## config.mk

```make
export PLATFORM = sky130hd
export DESIGN_NAME = sysarray_mxn
export DESIGN_NICKNAME = d
export VERILOG_FILES = /design/src/rtl/sysarray_mxn.sv
export SDC_FILE = /design/constraint.sdc
export NUM_CORES = 2
export LEC_CHECK = 0
export ABC_AREA = 1
export CAP_MARGIN = 40
export CORE_MARGIN = 4
export CORE_UTILIZATION = 45
export DETAILED_ROUTE_END_ITERATION = 8
export GPL_TIMING_DRIVEN = 0
export HOLD_SLACK_MARGIN = 0.06
export PLACE_DENSITY_LB_ADDON = 0.15
export SYNTH_ARGS = -nofsm -noshare
export SYNTH_HDL_FRONTEND = slang
export SYNTH_SLANG_ARGS = --single-unit
```

## constraint.sdc

```tcl
create_clock -name clk -period 30 [get_ports clk]
set_clock_uncertainty 0.05 [all_clocks]
set_input_delay 9 -clock clk [delete_from_list [all_inputs] [get_ports clk]]
set_output_delay 9 -clock clk [all_outputs]
set_load 0.01 [all_outputs]
```

## src/rtl/sysarray_mxn.sv

```systemverilog
// sysarray_mxn: ROWS x COLS output-stationary systolic matrix multiplier.
// Computes C = A*B (A: ROWS x K, B: K x COLS) with run-time K.
// Ports: clk, rst (async, active-high); start/k_len/busy job control;
//   in_valid/in_ready with a_col (one A column) and b_row (one B row);
//   out_valid/out_ready with out_row (one C row) and out_row_idx.
// Build option: define SYSARRAY_SAT_EN for saturating accumulation;
//   by default the accumulators wrap modulo 2^ACC_W.
module sysarray_mxn #(
    parameter int ROWS  = 4,
    parameter int COLS  = 4,
    parameter int A_W   = 8,
    parameter int B_W   = 8,
    parameter int ACC_W = 24,
    parameter int K_W   = 8
) (
    input  logic                    clk,
    input  logic                    rst,
    input  logic                    start,
    input  logic [K_W-1:0]          k_len,
    output logic                    busy,
    input  logic                    in_valid,
    output logic                    in_ready,
    input  logic [ROWS*A_W-1:0]     a_col,
    input  logic [COLS*B_W-1:0]     b_row,
    output logic                    out_valid,
    input  logic                    out_ready,
    output logic [COLS*ACC_W-1:0]   out_row,
    output logic [((ROWS > 1) ? $clog2(ROWS) : 1)-1:0] out_row_idx
);

    localparam int RI_W = (ROWS > 1) ? $clog2(ROWS) : 1;
    localparam int P_W  = A_W + B_W;
    localparam int FL   = ROWS + COLS - 2;
    localparam int FW   = $clog2(ROWS + COLS) + 1;
    localparam int CW   = (K_W > FW) ? K_W : FW;

    typedef enum logic [2:0] {
        IDLE, CLEAR, FEED, FLUSH, DRAIN
    } state_t;

    state_t          state, nxt;
    logic [K_W-1:0]  k_q;
    logic [CW-1:0]   cnt;
    logic [RI_W-1:0] ridx;
    logic            feed, clr, step, last_k, last_fl;

    logic [A_W-1:0]   ska    [ROWS][ROWS];
    logic [B_W-1:0]   skb    [COLS][COLS];
    logic [A_W-1:0]   a_edge [ROWS];
    logic [B_W-1:0]   b_edge [COLS];
    logic [A_W-1:0]   a_in   [ROWS][COLS];
    logic [B_W-1:0]   b_in   [ROWS][COLS];
    logic [A_W-1:0]   a_r    [ROWS][COLS];
    logic [B_W-1:0]   b_r    [ROWS][COLS];
    logic [ACC_W-1:0] acc    [ROWS][COLS];

    function automatic logic [ACC_W-1:0] mac(
        input logic [ACC_W-1:0] acc_v,
        input logic [A_W-1:0]   a_v,
        input logic [B_W-1:0]   b_v
    );
        logic signed [P_W-1:0]   ax, bx, p;
        logic signed [ACC_W-1:0] pe;
`ifdef SYSARRAY_SAT_EN
        logic signed [ACC_W:0]   s;
`endif
        ax = P_W'($signed(a_v));
        bx = P_W'($signed(b_v));
        p  = ax * bx;
        pe = ACC_W'(p);
`ifdef SYSARRAY_SAT_EN
        s = (ACC_W+1)'($signed(acc_v)) + (ACC_W+1)'(pe);
        // Top two bits disagree: the sum left the ACC_W range.
        if (s[ACC_W] != s[ACC_W-1])
            mac = s[ACC_W] ? {1'b1, {(ACC_W-1){1'b0}}}
                           : {1'b0, {(ACC_W-1){1'b1}}};
        else
            mac = s[ACC_W-1:0];
`else
        mac = acc_v + pe;
`endif
    endfunction

    assign feed    = (state == FEED);
    assign clr     = (state == CLEAR);
    assign step    = (feed && in_valid) || (state == FLUSH);
    assign last_k  = feed && in_valid && (cnt == CW'(k_q) - CW'(1));
    assign last_fl = (state == FLUSH) && (cnt == CW'(FL - 1));

    // Edge injection: real data while feeding, zeros while flushing.
    for (genvar i = 0; i < ROWS; i++) begin : g_ae
        assign a_edge[i] = feed ? a_col[i*A_W +: A_W] : '0;
    end
    for (genvar j = 0; j < COLS; j++) begin : g_be
        assign b_edge[j] = feed ? b_row[j*B_W +: B_W] : '0;
    end

    // Row i taps its skew line at depth i; column j at depth j.
    for (genvar i = 0; i < ROWS; i++) begin : g_row
        for (genvar j = 0; j < COLS; j++) begin : g_col
            if (j == 0) begin : g_al
                if (i == 0) begin : g_d0
                    assign a_in[i][j] = a_edge[i];
                end else begin : g_dn
                    assign a_in[i][j] = ska[i][i-1];
                end
            end else begin : g_ar
                assign a_in[i][j] = a_r[i][j-1];
            end
            if (i == 0) begin : g_bt
                if (j == 0) begin : g_d0
                    assign b_in[i][j] = b_edge[j];
                end else begin : g_dn
                    assign b_in[i][j] = skb[j][j-1];
                end
            end else begin : g_bd
                assign b_in[i][j] = b_r[i-1][j];
            end
        end
    end

    always_comb begin
        nxt = state;
        unique case (state)
            IDLE:  if (start) nxt = CLEAR;
            CLEAR: nxt = (k_q != '0) ? FEED
                       : ((FL > 0) ? FLUSH : DRAIN);
            FEED:  if (last_k) nxt = (FL > 0) ? FLUSH : DRAIN;
            FLUSH: if (last_fl) nxt = DRAIN;
            DRAIN: if (out_ready && ridx == RI_W'(ROWS - 1))
                       nxt = IDLE;
            default: nxt = IDLE;
        endcase
    end

    always_ff @(posedge clk or posedge rst) begin
        if (rst) begin
            state     <= IDLE;
            k_q       <= '0;
            cnt       <= '0;
            ridx      <= '0;
            busy      <= 1'b0;
            in_ready  <= 1'b0;
            out_valid <= 1'b0;
        end else begin
            state     <= nxt;
            busy      <= (nxt != IDLE);
            in_ready  <= (nxt == FEED);
            out_valid <= (nxt == DRAIN);
            if (state == IDLE && start)
                k_q <= k_len;
            // One counter serves both FEED beats and FLUSH steps.
            if (state != nxt)
                cnt <= '0;
            else if (step)
                cnt <= cnt + CW'(1);
            if (state == DRAIN && out_ready)
                ridx <= (ridx == RI_W'(ROWS - 1)) ? '0
                                                  : ridx + RI_W'(1);
        end
    end

    // Whole array, skew lines included, moves only on a step.
    always_ff @(posedge clk or posedge rst) begin
        if (rst) begin
            for (int i = 0; i < ROWS; i++)
                for (int d = 0; d < ROWS; d++)
                    ska[i][d] <= '0;
            for (int j = 0; j < COLS; j++)
                for (int d = 0; d < COLS; d++)
                    skb[j][d] <= '0;
            for (int i = 0; i < ROWS; i++)
                for (int j = 0; j < COLS; j++) begin
                    a_r[i][j] <= '0;
                    b_r[i][j] <= '0;
                    acc[i][j] <= '0;
                end
        end else if (clr || step) begin
            for (int i = 0; i < ROWS; i++) begin
                ska[i][0] <= clr ? '0 : a_edge[i];
                for (int d = 1; d < ROWS; d++)
                    ska[i][d] <= clr ? '0 : ska[i][d-1];
            end
            for (int j = 0; j < COLS; j++) begin
                skb[j][0] <= clr ? '0 : b_edge[j];
                for (int d = 1; d < COLS; d++)
                    skb[j][d] <= clr ? '0 : skb[j][d-1];
            end
            for (int i = 0; i < ROWS; i++)
                for (int j = 0; j < COLS; j++) begin
                    a_r[i][j] <= clr ? '0 : a_in[i][j];
                    b_r[i][j] <= clr ? '0 : b_in[i][j];
                    acc[i][j] <= clr ? '0
                               : mac(acc[i][j], a_in[i][j], b_in[i][j]);
                end
        end
    end

    always_comb begin
        out_row = '0;
        if (out_valid)
            for (int j = 0; j < COLS; j++)
                out_row[j*ACC_W +: ACC_W] = acc[ridx][j];
    end

    assign out_row_idx = ridx;

endmodule

```

# Word level (Yosys, flattened, before mapping)
# Cells that the tools add are included.
[op_classes]
add_sub_neg = 19
n_mul = 16
magnitude_cmp = 1
n_eq_ne = 10
mux = 73
n_bitwise = 1
reduce_logical = 12
[ops]
columns = ["op", "n"]
rows = [
  ["$add A24 B24 Y24", 16],
  ["$mux W24", 16],
  ["$mux W8", 46],
  ["$mux W96", 3],
  ["$mul A8 B8 Y16", 16],
  ["$bmux W96 S2", 1],
  ["$pmux W3 S5", 1],
  ["$mux W3", 4],
  ["$eq A3 B2 Y1 const B", 3],
  ["$add A8 B1 Y8 const B", 1],
  ["$eq A8 B3 Y1 const B", 1],
  ["$eq A8 B8 Y1", 1],
  ["$reduce_bool A8 Y1", 1],
  ["$sub A8 B1 Y8 const B", 1],
  ["$eq A3 B3 Y1 const B", 2],
  ["$logic_and A1 B1 Y1", 6],
  ["$eq A3 B1 Y1 const B", 1],
  ["$ge A3 B3 Y1 const B", 1],
  ["$logic_not A3 Y1", 1],
  ["$ne A3 B3 Y1", 1],
  ["$not A2 Y3", 1],
  ["$reduce_bool A3 Y1", 1],
  ["$add A2 B1 Y2 const B", 1],
  ["$eq A2 B2 Y1 const B", 1],
  ["4 further kinds", 5],
]
[totals]
regBits = 696
output_inout_bits = 101
word_cells = 191

# Longest topological paths before layout
[logic_depth]
ltp_word = 7
depth_mapped = 36
mapped_depth_nobuf = 36

# Worst setup path before layout
# Ideal clock, no wire load.
[synth_path]
kind = "input port to flip-flop"
start = "input a_col[7]"
end = "register acc[380] in the netlist's numbering"
setup_ps = 123
arrival_time_ps = 13875
setup_slack_ps = 15952
stages = 28
path_cell_list = "nand2_1 nor2_1 inv_1 fa_1 inv_1 fa_1 inv_1 fa_1 inv_1 fa_1 ha_1 nand2_1 nor2_1 nand3_1 nand3_1 inv_1 nand2_1 nand2_1 ha_1 nand2_1 nor2_1 inv_1 nor3_1 nand4_1 nand3_1 a21oi_1 o21ai_0 nand2_1"
[synth_between]
elab_chain_cells = 4
[synth_rtl]
columns = ["element", "line", "text"]
rows = [
  ["from (decl)", "23", "input logic [ROWS*A_W-1:0] a_col,"],
  ["$mux W8", "92", "assign a_edge[i] = feed ? a_col[i*A_W +: A_W] : '0;"],
  ["$mul A8 B8 Y16", "69", "p = ax * bx;"],
  ["$add A24 B24 Y24", "80", "mac = acc_v + pe;"],
  ["$mux W24", "193", "acc[i][j] <= clr ? '0"],
  ["to (signal, indexed assignment)", "193", ""],
  ["to (decl)", "55", "logic [ACC_W-1:0] acc [ROWS][COLS];"],
]
# Every way passes these cells.
# A chain may end at the register's enable or synchronous reset.

# Final worst setup path
# Ends and elaborated chain as after synthesis.

==> summary.md <==
| Metric | Value |
|---|---|
| Share of final-layout standard cells stronger than drive strength 1 | between 2 and 3% |
| First-pass DRT Iterations | 6 |
| Largest fanout on the critical path | 8 |
| Register clock-pin slew on the reported worst setup and hold paths | 0.06 ns |
| Placed wire-length estimate | 300 mm |
| Antenna violations before repair | 28 |
| TritonCTS clock tree | yes |
| Mean number of vias per cell | 5.42 |
| Final instance area | 0.100 mm² |
| Count of H-tree levels built during CTS | 3 |
| Power spent charging and discharging nets | roughly 0.0060 W |
| Final core area utilization | 50.0% |
| Post-Synth Simple-Gate Area | ~19% |
| Post-detailed-routing wire length | 360 mm |
| Post-synthesis share of cell area spent on full adders, half adders and majority gates | 31.3% |
| Total global routing track utilization | 34.2% |
| Path category of the worst min-delay check | flip-flop to flip-flop |
| FP Rows | 164 |
| Internal cell power | 0.00408 W |
| Post-CTS setup buffer count | 0 |
| Post-synthesis xor/xnor area fraction | under 10% |
| TritonCTS sink count | 696 |
| Leakage power total | 55.1 nW |
| Critical path launch point type | input pin |
| Buffer depth of the longest clock path | 3 |
| Area of the placeable core | 0.200 mm² |
| Highest clock frequency the design can meet | around 68 MHz |
| Fill count | 20200 |
| Worst VDD drop | 0.0000817 V |
| Complex-gate fraction of the synthesized area | 13.6% |
| Vias post-DR | 85600 |
| Routed WL per cell | 22.7 µm |
| Mapped Nets | 14500 |
| Post-synth EDFFs | 0 |
| Floorplan die width | roughly 460 µm |
| Post-DP Area | 0.0970 mm² |
| First-pass GRT wire length | about 530 mm |
| Critical Path Sink Type | flip-flop |
| Worst Slack Setup Final | around 15 ns |
| Number of warnings printed during yosys synthesis | 0 |
| Minimum clock period after layout | roughly 15 ns |
| FFs w/ async S/R, synth | between 90% and 100% |
| Detailed Route Iter0 Violations | 7737 |
| GRT Residual Overflow | 0 |
| DRC violation count after routing | 0 |
| Skew-Pair Late Insertion Delay | 0.77 ns |
| Part of the total power dissipated in the clock network | between 10% and 20% |
| Combinational cell fraction of total power | between 70% and 80% |
| Max-cap violation count | 0 |
| Dominant register cell in the synthesized netlist | dfrtp_1 |
| Most frequent cell after synthesis | nand2_1 |
| Largest family of logic cells by synthesized area | adder cells |
| Reg area | 0.0174 mm² |
| Post-synthesis instance area | 0.0908 mm² |
| Post-detailed-route count of antenna-violating nets | 0 |
| Delay of the slowest cell on the worst path | 0.75 ns |
| Layout net count | 14900 |
| Routability congestion estimate | 1.02 |
| Worst-Margin Slew | 1.08 ns |
| Category of the most critical setup path | input pin to flip-flop |
| Relative area change from synthesis to final layout | 10.4% |
| Register area share after synthesis | between 10% and 20% |
| Final Max Tran Viols | 0 |
| Count of cell types in the netlist | 45 |
| Pin count of the biggest net entering global routing | 118 |
| Multi-input logic area | about 0.061 mm² |
| Initial Utilization | 45.3% |
| Fraction of the cycle the final worst path needs | 48.7% |
| Total CTS buffers | 96 |
| Cell area power density | 100 mW/mm² |
| Worst slew margin relative to its limit | 28.0% |
| Number of global-route vias before repair | roughly 84000 |
| Top cells by area, synth | fa_1 20%, dfrtp_1 19%, nand2_1 12% |
| Count of input and output buffers | 177 |
| Switching part of the total power | 59.4% |
| Run status | complete, no violations |
| Flop pwr share | 15.3% |
| Most numerous cell types in the synthesized netlist | 2960 x nand2_1, 2861 x inv_1, 939 x a21oi_1, 896 x fa_1, 868 x o21ai_0 |
| Post-CTS sizing | 0 |
| Mean Syn Cell Area | 7.15 µm² |
| DIE HEIGHT | 457 µm |
| Data required time at the worst endpoint | approximately 30 ns |
| Total I/O pin count | 178 |
| Data arrival at the endpoint of the critical path | 15.19 ns |
| Number of hold-repair buffers added at the cts stage | 0 |
| Cell at the slowest stage of the critical path | fa_1 |
| Final setup violation count | 0 |
| Cell at the root of the clock tree | clkbuf_16 |
| Area leader, netlist | fa_1 |
| Setup repair after global routing missed its margin | false |
| Pre-CTS setup slack | 14.66 ns |
| Die outline area | 0.209 mm² |
| PnR Total Power | 0.0100 W |
| Multiplexer fraction of the synthesized cell area | 0% |
| Number of standard cells after synthesis | 12700 |
| Flop and latch count out of synthesis | 696 |
| Area share of the largest cell type after synthesis | roughly a fifth |
| Number of failing hold endpoints at the final stage | 0 |
## stage by stage
step | setup TNS (ns) | instances | hold slack, ns
floorplan | 0 | 12700 | 0.415
global placement | -6570.01 | 15500 | 0.432
detailed placement | 0 | 15600 | 0.442
CTS | 0 | 15800 | 0.457
global route | 0 | 15800 | 0.491
finish | 0 | 15800 | 0.452
## path summary, 6_finish.rpt
path | start | end | slack, ns | cells after the start
setup / recovery | a_col[7] | acc[380] | 15.39 | 29
setup reg to reg | state[0] | acc[378] | 22.10 | 29
hold reg to reg | acc[48] | acc[48] | 0.45 | 2
min in group asynchronous | rst | acc[264] | 8.58 | 2
hold / removal | acc[48] | acc[48] | 0.45 | 2
max in group asynchronous | rst | acc[134] | 19.48 | 5
## cell families (layout without fill, tap and decap cells)
group | Yosys count | in the layout
AOI/OAI and AO/OA | 2295 | 2295
xor gates and xnor gates | 287 | 287
adders and majority gates | 1733 | 1733
buffers and inverters | 3318 | 3762
DFF | 696 | 696
other | 0 | 13
and+or+nand+nor | 4365 | 4365
## flip-flops by register name, summed over array words and instances, names as in the netlist
register and cells:
acc 384, out_row_idx 2, state 3, busy 1
k_q 8, skb 24, a_in 120, ska 24
b_in 120, cnt 8, in_ready 1, out_valid 1
## layer usage
layer  global-route usage, %  routed length (µm)  vias up
met5                       0                  25        -
met2                    52.0              154000     3176
li1                        -                   -    40200
met1                    47.2              155000    41600
met4                    17.6               23000        4
met3                    5.30               27200      628
## placed cells by master (no fill, tap or decap), types with 14 or more instances in the layout
cell	instances
fa_1	896
a21boi_0	29
clkbuf_1	351
a21o_1	59
o21bai_1	37
inv_1	2860
clkinv_2	19
nand3_1	488
buf_6	19
nand3b_1	29
buf_8	28
nor2_1	712
buf_2	114
o22ai_1	256
clkbuf_16	96
ha_1	837
nor4_1	14
o21ai_0	868
o21ai_1	22
or2_2	21
o211ai_1	39
buf_1	17
nand2_1	2960
nand4_1	84
dfrtp_1	696
xnor2_1	128
xor2_1	158
nor3_1	48
clkdlybuf4s50_1	177
a21oi_1	939
## power by group through the flow
stage | sequential (W) | combinational, W | clock [W]
final | 0.00153 | 0.00733 | 0.00119
after global placement | 0.00154 | 0.00700 | 0
after detailed placement | 0.00154 | 0.00717 | 0
after floorplan | 0.00145 | 0.00453 | 0
after global routing | 0.00156 | 0.00802 | 0.00123
after CTS | 0.00153 | 0.00722 | 0.00120
## critical path: cells and delay by family
kind	cells	cell delay [ns]
adders and majority gates	6	3.02
and+or+nand+nor	14	2.02
buffers and inverters	7	0.95
AOI/OAI and AO/OA	2	0.16
## final cells by class
type                    instances  area share (%)
flip-flops and latches        696            17.4
inverters                    2865            10.7
plain buffers                 453            1.83
diodes                         13          0.0325
clock buffers                 125            2.64
well taps                    2656            3.32
clock inverters                51           0.501
repair buffers                268            2.91
multi-input cells            8680            60.7
Note: power is estimated with default switching activity, not from simulation.
